$ cat config.mk
export PLATFORM = sky130hd
export DESIGN_NAME = l2_bank_arbiter
export DESIGN_NICKNAME = d
export VERILOG_FILES = /design/src/rtl/l2_bank_arbiter.sv
export SDC_FILE = /design/constraint.sdc
export NUM_CORES = 1
export LEC_CHECK = 0
export CORE_AREA = 5 5 119 121
export DETAILED_ROUTE_END_ITERATION = 7
export DIE_AREA = 0 0 124 126
export PLACE_DENSITY = 0.75
export SLEW_MARGIN = 10
export SYNTH_ARGS = -nofsm -noshare
export SYNTH_HDL_FRONTEND = slang
export SYNTH_SLANG_ARGS = --single-unit
$ cat constraint.sdc
create_clock -name clk_i -period 2.8 [get_ports clk_i]
set_input_delay 0.28 -clock clk_i [delete_from_list [all_inputs] [get_ports clk_i]]
set_output_delay 0.28 -clock clk_i [all_outputs]
set_load 0.05 [all_outputs]
$ cat src/rtl/l2_bank_arbiter.sv
// l2_bank_arbiter: two-requester L2 bank arbiter with anti-starvation priority
// and an owner FIFO that routes in-order memory responses back to the
// requester that issued them. Request and response paths are combinational.
// Optional conflict counter enabled by defining L2_BANK_ARBITER_PERF_EN.
module l2_bank_arbiter #(
    parameter int unsigned MAX_WAIT    = 4,
    parameter int unsigned OUTSTANDING = 2
) (
    input  logic        clk_i,
    input  logic        rst_ni,

    input  logic        m0_req_i,
    input  logic [31:0] m0_add_i,
    input  logic        m0_wen_i,
    input  logic [3:0]  m0_be_i,
    input  logic [31:0] m0_wdata_i,
    output logic        m0_gnt_o,
    output logic        m0_r_valid_o,
    output logic [31:0] m0_r_rdata_o,

    input  logic        m1_req_i,
    input  logic [31:0] m1_add_i,
    input  logic        m1_wen_i,
    input  logic [3:0]  m1_be_i,
    input  logic [31:0] m1_wdata_i,
    output logic        m1_gnt_o,
    output logic        m1_r_valid_o,
    output logic [31:0] m1_r_rdata_o,

    output logic        mem_req_o,
    output logic [31:0] mem_add_o,
    output logic        mem_wen_o,
    output logic [3:0]  mem_be_o,
    output logic [31:0] mem_wdata_o,
`ifdef L2_BANK_ARBITER_PERF_EN
    input  logic        perf_clr_i,
    output logic [15:0] perf_conflict_o,
`endif
    input  logic        mem_gnt_i,
    input  logic        mem_r_valid_i,
    input  logic [31:0] mem_r_rdata_i
);

    localparam int unsigned PTR_W  = (OUTSTANDING > 1) ? $clog2(OUTSTANDING) : 1;
    localparam int unsigned CNT_W  = $clog2(OUTSTANDING + 1);
    localparam int unsigned WAIT_W = 4;

    logic [OUTSTANDING-1:0] owner_q;
    logic [PTR_W-1:0]       wr_ptr_q;
    logic [PTR_W-1:0]       rd_ptr_q;
    logic [CNT_W-1:0]       count_q;
    logic [WAIT_W-1:0]      wait_q;
    logic [31:0]            rdata0_q;
    logic [31:0]            rdata1_q;

    logic full;
    logic empty;
    logic pop;
    logic push;
    logic sel1;
    logic head;

    // Wrap-around pointer increment for a FIFO of OUTSTANDING entries
    function automatic logic [PTR_W-1:0] ptr_inc(input logic [PTR_W-1:0] p);
        return (p == PTR_W'(OUTSTANDING - 1)) ? '0 : p + PTR_W'(1);
    endfunction

    // Arbitration, request pass-through and response routing
    always_comb begin
        full         = (count_q == CNT_W'(OUTSTANDING));
        empty        = (count_q == '0);
        pop          = mem_r_valid_i & ~empty;
        head         = owner_q[rd_ptr_q];
        // Port 1 wins when alone, or when it has waited MAX_WAIT cycles
        sel1         = m1_req_i & (~m0_req_i | (wait_q == WAIT_W'(MAX_WAIT)));
        // A full FIFO only blocks if no entry retires this same cycle
        mem_req_o    = rst_ni & (m0_req_i | m1_req_i) & (~full | mem_r_valid_i);
        push         = mem_req_o & mem_gnt_i;
        m0_gnt_o     = push & ~sel1;
        m1_gnt_o     = push & sel1;
        mem_add_o    = sel1 ? m1_add_i   : m0_add_i;
        mem_wen_o    = sel1 ? m1_wen_i   : m0_wen_i;
        mem_be_o     = sel1 ? m1_be_i    : m0_be_i;
        mem_wdata_o  = sel1 ? m1_wdata_i : m0_wdata_i;
        m0_r_valid_o = pop & ~head;
        m1_r_valid_o = pop & head;
        m0_r_rdata_o = m0_r_valid_o ? mem_r_rdata_i : rdata0_q;
        m1_r_rdata_o = m1_r_valid_o ? mem_r_rdata_i : rdata1_q;
    end

    // Owner FIFO: records which port owns each outstanding transfer
    always_ff @(posedge clk_i or negedge rst_ni) begin
        if (!rst_ni) begin
            owner_q  <= '0;
            wr_ptr_q <= '0;
            rd_ptr_q <= '0;
            count_q  <= '0;
        end else begin
            if (push) begin
                owner_q[wr_ptr_q] <= sel1;
                wr_ptr_q          <= ptr_inc(wr_ptr_q);
            end
            if (pop) begin
                rd_ptr_q <= ptr_inc(rd_ptr_q);
            end
            case ({push, pop})
                2'b10:   count_q <= count_q + CNT_W'(1);
                2'b01:   count_q <= count_q - CNT_W'(1);
                default: count_q <= count_q;
            endcase
        end
    end

    // Saturating count of consecutive cycles port 1 was left waiting
    always_ff @(posedge clk_i or negedge rst_ni) begin
        if (!rst_ni) begin
            wait_q <= '0;
        end else if (!m1_req_i || m1_gnt_o) begin
            wait_q <= '0;
        end else if (wait_q != WAIT_W'(MAX_WAIT)) begin
            wait_q <= wait_q + WAIT_W'(1);
        end
    end

    // Hold the last routed response data per port
    always_ff @(posedge clk_i or negedge rst_ni) begin
        if (!rst_ni) begin
            rdata0_q <= '0;
            rdata1_q <= '0;
        end else begin
            if (m0_r_valid_o) rdata0_q <= mem_r_rdata_i;
            if (m1_r_valid_o) rdata1_q <= mem_r_rdata_i;
        end
    end

`ifdef L2_BANK_ARBITER_PERF_EN
    // Saturating count of cycles where both ports request; clear dominates
    always_ff @(posedge clk_i or negedge rst_ni) begin
        if (!rst_ni) begin
            perf_conflict_o <= '0;
        end else if (perf_clr_i) begin
            perf_conflict_o <= '0;
        end else if (m0_req_i && m1_req_i && (perf_conflict_o != 16'hFFFF)) begin
            perf_conflict_o <= perf_conflict_o + 16'd1;
        end
    end
`endif

endmodule

* Word level (Yosys, flattened, before mapping)
Index checks and enable logic that the tools add are counted.
Storage, ports and cells: word-level logic and storage cells 59, bits in registers 74, input bits 176
Cells by class: add/sub/neg operators 5, multiplexer cells 16, equality and inequality tests 5, reductions and logical operators 6, bitwise operators 17, $lt $le $gt $ge 3
Operator list (count):
- $mux 32 | 4
- $mux 4 | 3
- $and 1x1->1 | 9
- $mux 1 | 6
- $not 1->1 | 5
- $add 4x1->4 const B | 1
- $eq 2x2->1 const B | 2
- $eq 4x3->1 const B | 1
- $lt 1x2->1 const B | 2
- $ne 4x3->1 const B | 1
- $pmux 2 s2 | 1
- $reduce_bool 2->1 | 2
- $or 1x1->1 | 3
- $add 1x1->1 const B | 2
- $add 2x1->2 const B | 1
- $bwmux 2 | 1
- $eq 2x1->1 const B | 1
- $logic_not 2->1 | 1
- $sub 2x1->2 const B | 1
- $demux 1 s1 | 1
- $ge 1x1->1 const B | 1
- $logic_and 1x1->1 | 1
- $logic_not 1->1 | 1
- $logic_or 1x1->1 | 1

* Logic depth before layout (Yosys ltp)
word-level depth 8, depth in mapped cells 7, mapped depth without buffers 7

* Worst setup path before layout
OpenSTA, ideal clock, no wires.
kind register to output, start point register wait_q[0], end point output mem_wdata_o[24], path slack 699 ps, stages on the path, launching flop included 7, data required time 2520 ps, arrival 1821 ps, cell sequence dfrtp_1 inv_1 ha_1 nand3b_4 a21oi_4 buf_4 mux2_1
Between the ends: cells in the longest elaborated chain, start to end 4
Ends and longest elaborated chain:
- start: declaration | line 52 | logic [WAIT_W-1:0] wait_q;
- start signal: assignment | line 121 | wait_q <= wait_q + WAIT_W'(1);
- $eq 4x3->1 | line 75 | sel1 = m1_req_i & (~m0_req_i | (wait_q == WAIT_W'(MAX_WAIT)));
- $or 1x1->1 | line 75
- $and 1x1->1 | line 75
- $mux 32 | line 84 | mem_wdata_o = sel1 ? m1_wdata_i : m0_wdata_i;
- end: declaration | line 34 | output logic [31:0] mem_wdata_o,
Every way passes these cells.

* Final worst setup path
start point register wait_q[0], end point output mem_wen_o
Between the ends: cells in the longest elaborated chain, start to end 4
Ends and longest elaborated chain:
- $eq 4x3->1 | line 75
- $or 1x1->1 | line 75
- $and 1x1->1 | line 75
- $mux 1 | line 82 | mem_wen_o = sel1 ? m1_wen_i : m0_wen_i;
- end: declaration | line 32 | output logic mem_wen_o,
Every way passes these cells.

==> results.rst <==
.. list-table::
   :header-rows: 1

   * - Metric
     - Value
   * - Total buffers and inverters traversed by the critical path
     - 3
   * - P&R area growth vs syn
     - 97.9%
   * - Largest cells by area after synthesis
     - sky130_fd_sc_hd__dfrtp_1 48%, sky130_fd_sc_hd__mux2_2 37%, sky130_fd_sc_hd__buf_4 1.8%
   * - Worst supply voltage drop on vdd
     - 489 uV
   * - Starting utilization of the core area
     - 29.5%
   * - Final Hold Fails
     - 0
   * - Worst setup SP type
     - flip-flop
   * - Num CTS Buffers
     - 9
   * - Post-synthesis async set-or-reset flop share
     - 100%
   * - Dominant combinational cell family by area after synthesis
     - multiplexers
   * - Met2 Track Usage GR
     - 41.7%
   * - Reg2reg start
     - count_q[1]
   * - CP Class
     - reg -> out
   * - First-pass GRT wire length
     - 24.7 mm
   * - Number of failing setup endpoints in the final timing report
     - 0
   * - Synthesized netlist net count
     - 450
   * - Pin count of the biggest net entering global routing
     - 75
   * - Root cell of the clock tree
     - sky130_fd_sc_hd__clkbuf_16
   * - Post-route setup TNS
     - 0 ps
   * - CTS tree
     - yes
   * - Clk sinks
     - 74
   * - Area inside the core boundary
     - 13000 um^2
   * - Post-CTS Setup Bufs
     - 0
   * - Fmax
     - 0.378 GHz
   * - Fin crit period
     - 2650 ps
   * - EDFF count, synth
     - 0
   * - Half-perimeter wire length after detailed placement
     - 14.8 mm
   * - Antenna violations before repair
     - 9
   * - CP max stage delay
     - 420 ps
   * - Number of input and output port buffers inserted
     - 313
   * - Vias per std cell
     - 4.58
   * - Static leakage
     - 3.27 nW
   * - Least-Margin Pin Slew
     - 954 ps
   * - Share of synthesized cell area in and, or, nand and nor gates
     - 3.99%
   * - Clock input transition at the sequential cells of the worst setup and hold paths
     - 60 ps
   * - Total routing resource utilization after global routing
     - 21.7%
   * - Most heavily used metal layer in global routing
     - met2
   * - Worst hold slack
     - 214 ps
   * - TritonRoute pass-1 iters
     - 4
   * - Unrepaired setup endpoints after global routing
     - false
   * - Syn avg cell area
     - 14.1 um^2
   * - Post-synthesis compound-gate area fraction
     - 1.93%
   * - GR Overflow Total
     - 0
   * - Cells along the critical path
     - inv_1 > ha_1 > nand3b_4 > a21oi_4 > buf_4 > mux2_2 > buf_4
   * - Finished Core Util
     - 58.3%
   * - Total number of vias
     - 3537
   * - Number of DRC markers after the initial detailed-route iteration
     - 151
   * - Cell family with most CP delay
     - buffers and inverters
   * - Fraction of met3 tracks used by global routing
     - 9.55%
   * - Most numerous cell types in the synthesized netlist
     - 127 x sky130_fd_sc_hd__mux2_2, 74 x sky130_fd_sc_hd__dfrtp_1, 9 x sky130_fd_sc_hd__buf_4
   * - Count of unresolved DRC violations after routing
     - 0
   * - Start point of the critical path
     - wait_q[0]
   * - Share of layout cells above drive strength 1
     - 49.3%
   * - Sequential share of the synthesized area
     - 48.4%
   * - Area share of the largest cell type after synthesis
     - 48.4%
   * - Largest area contributor in the netlist
     - sky130_fd_sc_hd__dfrtp_1
   * - Multi-input gate area in the final layout
     - 1840 um^2
   * - Post-synthesis adder-cell area fraction
     - 0.981%
   * - Most used flip-flop cell after synthesis
     - sky130_fd_sc_hd__dfrtp_1
   * - Max-slew violation count
     - 0
   * - Post-CTS Hold Fix Bufs
     - 0
   * - Cell area reported after detailed placement
     - 7240 um^2
   * - Synth Cell Area
     - 3820 um^2
   * - Number of gates given a new drive strength after cts
     - 0
   * - Hold/Removal Path Class
     - in -> async
   * - Post-synthesis share of cell area spent on xor and xnor gates
     - 1.37%
   * - Area of the die
     - 15600 um^2
   * - Met1 Use GR
     - 20.9%
   * - Rel. slew slack
     - 36.4%
   * - Post-route cell area
     - 7570 um^2
   * - Skew-Pair Late Insertion Delay
     - 330 ps
   * - Via count of the first global-routing pass
     - 3913
   * - Final wirelength
     - 17.3 mm
   * - Cell count after placement
     - 754
   * - Synthesized netlist cell count
     - 271
   * - Cell row count
     - 42
   * - Share of cell area taken by muxes after synthesis
     - 39.7%
   * - Required time reported for the critical path endpoint
     - 2520 ps
   * - Worst clock skew
     - 8.82 ps
   * - CTS Buffer Depth
     - 2
   * - Leading cell type by number of instances after synthesis
     - sky130_fd_sc_hd__mux2_2
   * - Critical Path Sink Type
     - output port
   * - Power Dens Cells
     - 1240 nW/um^2
   * - Weighted congestion reported at the end of routability-driven placement
     - 0.854
   * - # nets final
     - 768
   * - Run status
     - finished clean
   * - Count of unique library cells instantiated by Yosys
     - 29
   * - Warnings from Yosys
     - 0
   * - Finished Layout Cells
     - 772
   * - Final ANT Viol Nets
     - 0
   * - Y dimension of the die
     - 126 um
   * - Critical path peak fanout
     - 24
   * - # fillers
     - 1093
   * - Number of ports placed on the die boundary
     - 314
   * - Maximum level of the CTS H-tree
     - 3
   * - Average wire per standard cell
     - 22.4 um
   * - Sequential cell area
     - 1850 um^2
   * - Top cell by count, worst path
     - sky130_fd_sc_hd__buf_4
   * - Number of max-capacitance violations reported
     - 0
   * - Cell with the largest stage delay on the worst path
     - sky130_fd_sc_hd__dfrtp_1
   * - Number of register bits inferred by synthesis
     - 74
   * - Horizontal die dimension
     - 124 um
   * - Arrival time reported for the critical path endpoint
     - 2370 ps
   * - Final cycle utilization of the critical path
     - 94.5%
-- registers in the layout, summed over array words and instances, names as in the netlist --
name	flops
count_q	2
owner_q	2
rd_ptr_q	1
rdata0_q	32
rdata1_q	32
wait_q	4
wr_ptr_q	1
-- power by group --
part	total (mW)	internal [mW]	switching, mW	leakage [nW]
sequential	1.77	1.60	0.171	0.879
combinational	6.32	2.61	3.72	2.23
clock	1.26	0.829	0.429	0.163
total	9.35	5.04	4.32	3.27
-- area by class of cell --
cell class | count | area share (%)
clock buffers | 12 | 3.39
repair buffers | 320 | 43.6
flip-flops and latches | 74 | 24.5
clock inverters | 4 | 0.975
inverters | 7 | 0.347
diodes | 2 | 0.0661
well taps | 176 | 2.91
multi-input cells | 177 | 24.3
-- placed cells by master, fill, tap and decap left out, types with 3 or more instances in the layout --
cell type	count
sky130_fd_sc_hd__nand3_1	5
sky130_fd_sc_hd__clkdlybuf4s50_1	174
sky130_fd_sc_hd__xnor2_1	5
sky130_fd_sc_hd__ha_1	3
sky130_fd_sc_hd__inv_1	7
sky130_fd_sc_hd__nand2_1	5
sky130_fd_sc_hd__nor2_1	4
sky130_fd_sc_hd__buf_4	108
sky130_fd_sc_hd__clkbuf_16	9
sky130_fd_sc_hd__buf_12	37
sky130_fd_sc_hd__mux2_2	127
sky130_fd_sc_hd__mux2_1	6
sky130_fd_sc_hd__dfrtp_1	74
-- layer usage --
metal | routed length (um) | vias to the layer above
li1 | - | 1623
met1 | 5580 | 1706
met2 | 9760 | 172
met3 | 1710 | 22
met4 | 161 | 14
met5 | 88 | -
-- through the flow --
stage          setup WS (ps)  power (mW)
6_report                 153        9.35
5_1_grt                 88.5        9.72
4_1_cts                  159        9.47
3_5_place_dp             422        8.18
3_3_place_gp             477        8.05
2_1_floorplan            699        5.55
-- worst reg2reg max path, delay by kind of cell, from the launching register on --
kind / cells / cell delay (ps)
XOR/XNOR: 1 / 150
AND/OR/NAND/NOR: 3 / 720
adder cells (fa/ha/maj): 1 / 310
buffers and inverters: 1 / 90
flip-flops: 1 / 420
-- cells by family (layout without fill, tap and decap cells) --
logic type	Yosys count	in the layout
other	0	2
adders and majority gates	3	3
muxes	135	135
DFF	74	74
AOI/OAI and AO/OA	8	8
buffers and inverters	20	343
xor gates and xnor gates	6	6
and+or+nand+nor	25	25
-- worst paths after layout --
kind                                      to  slack [ps]  depth (start not counted)
worst max-delay path               mem_wen_o         150                          7
worst min-delay path               wait_q[3]         210                          2
worst max register to register    count_q[1]        1030                          6
worst min register to register    owner_q[0]         490                          1
max in group asynchronous       rdata0_q[26]        1960                          2
min in group clk_i                  wr_ptr_q         460                          4
(Power assumes the default switching activity.)
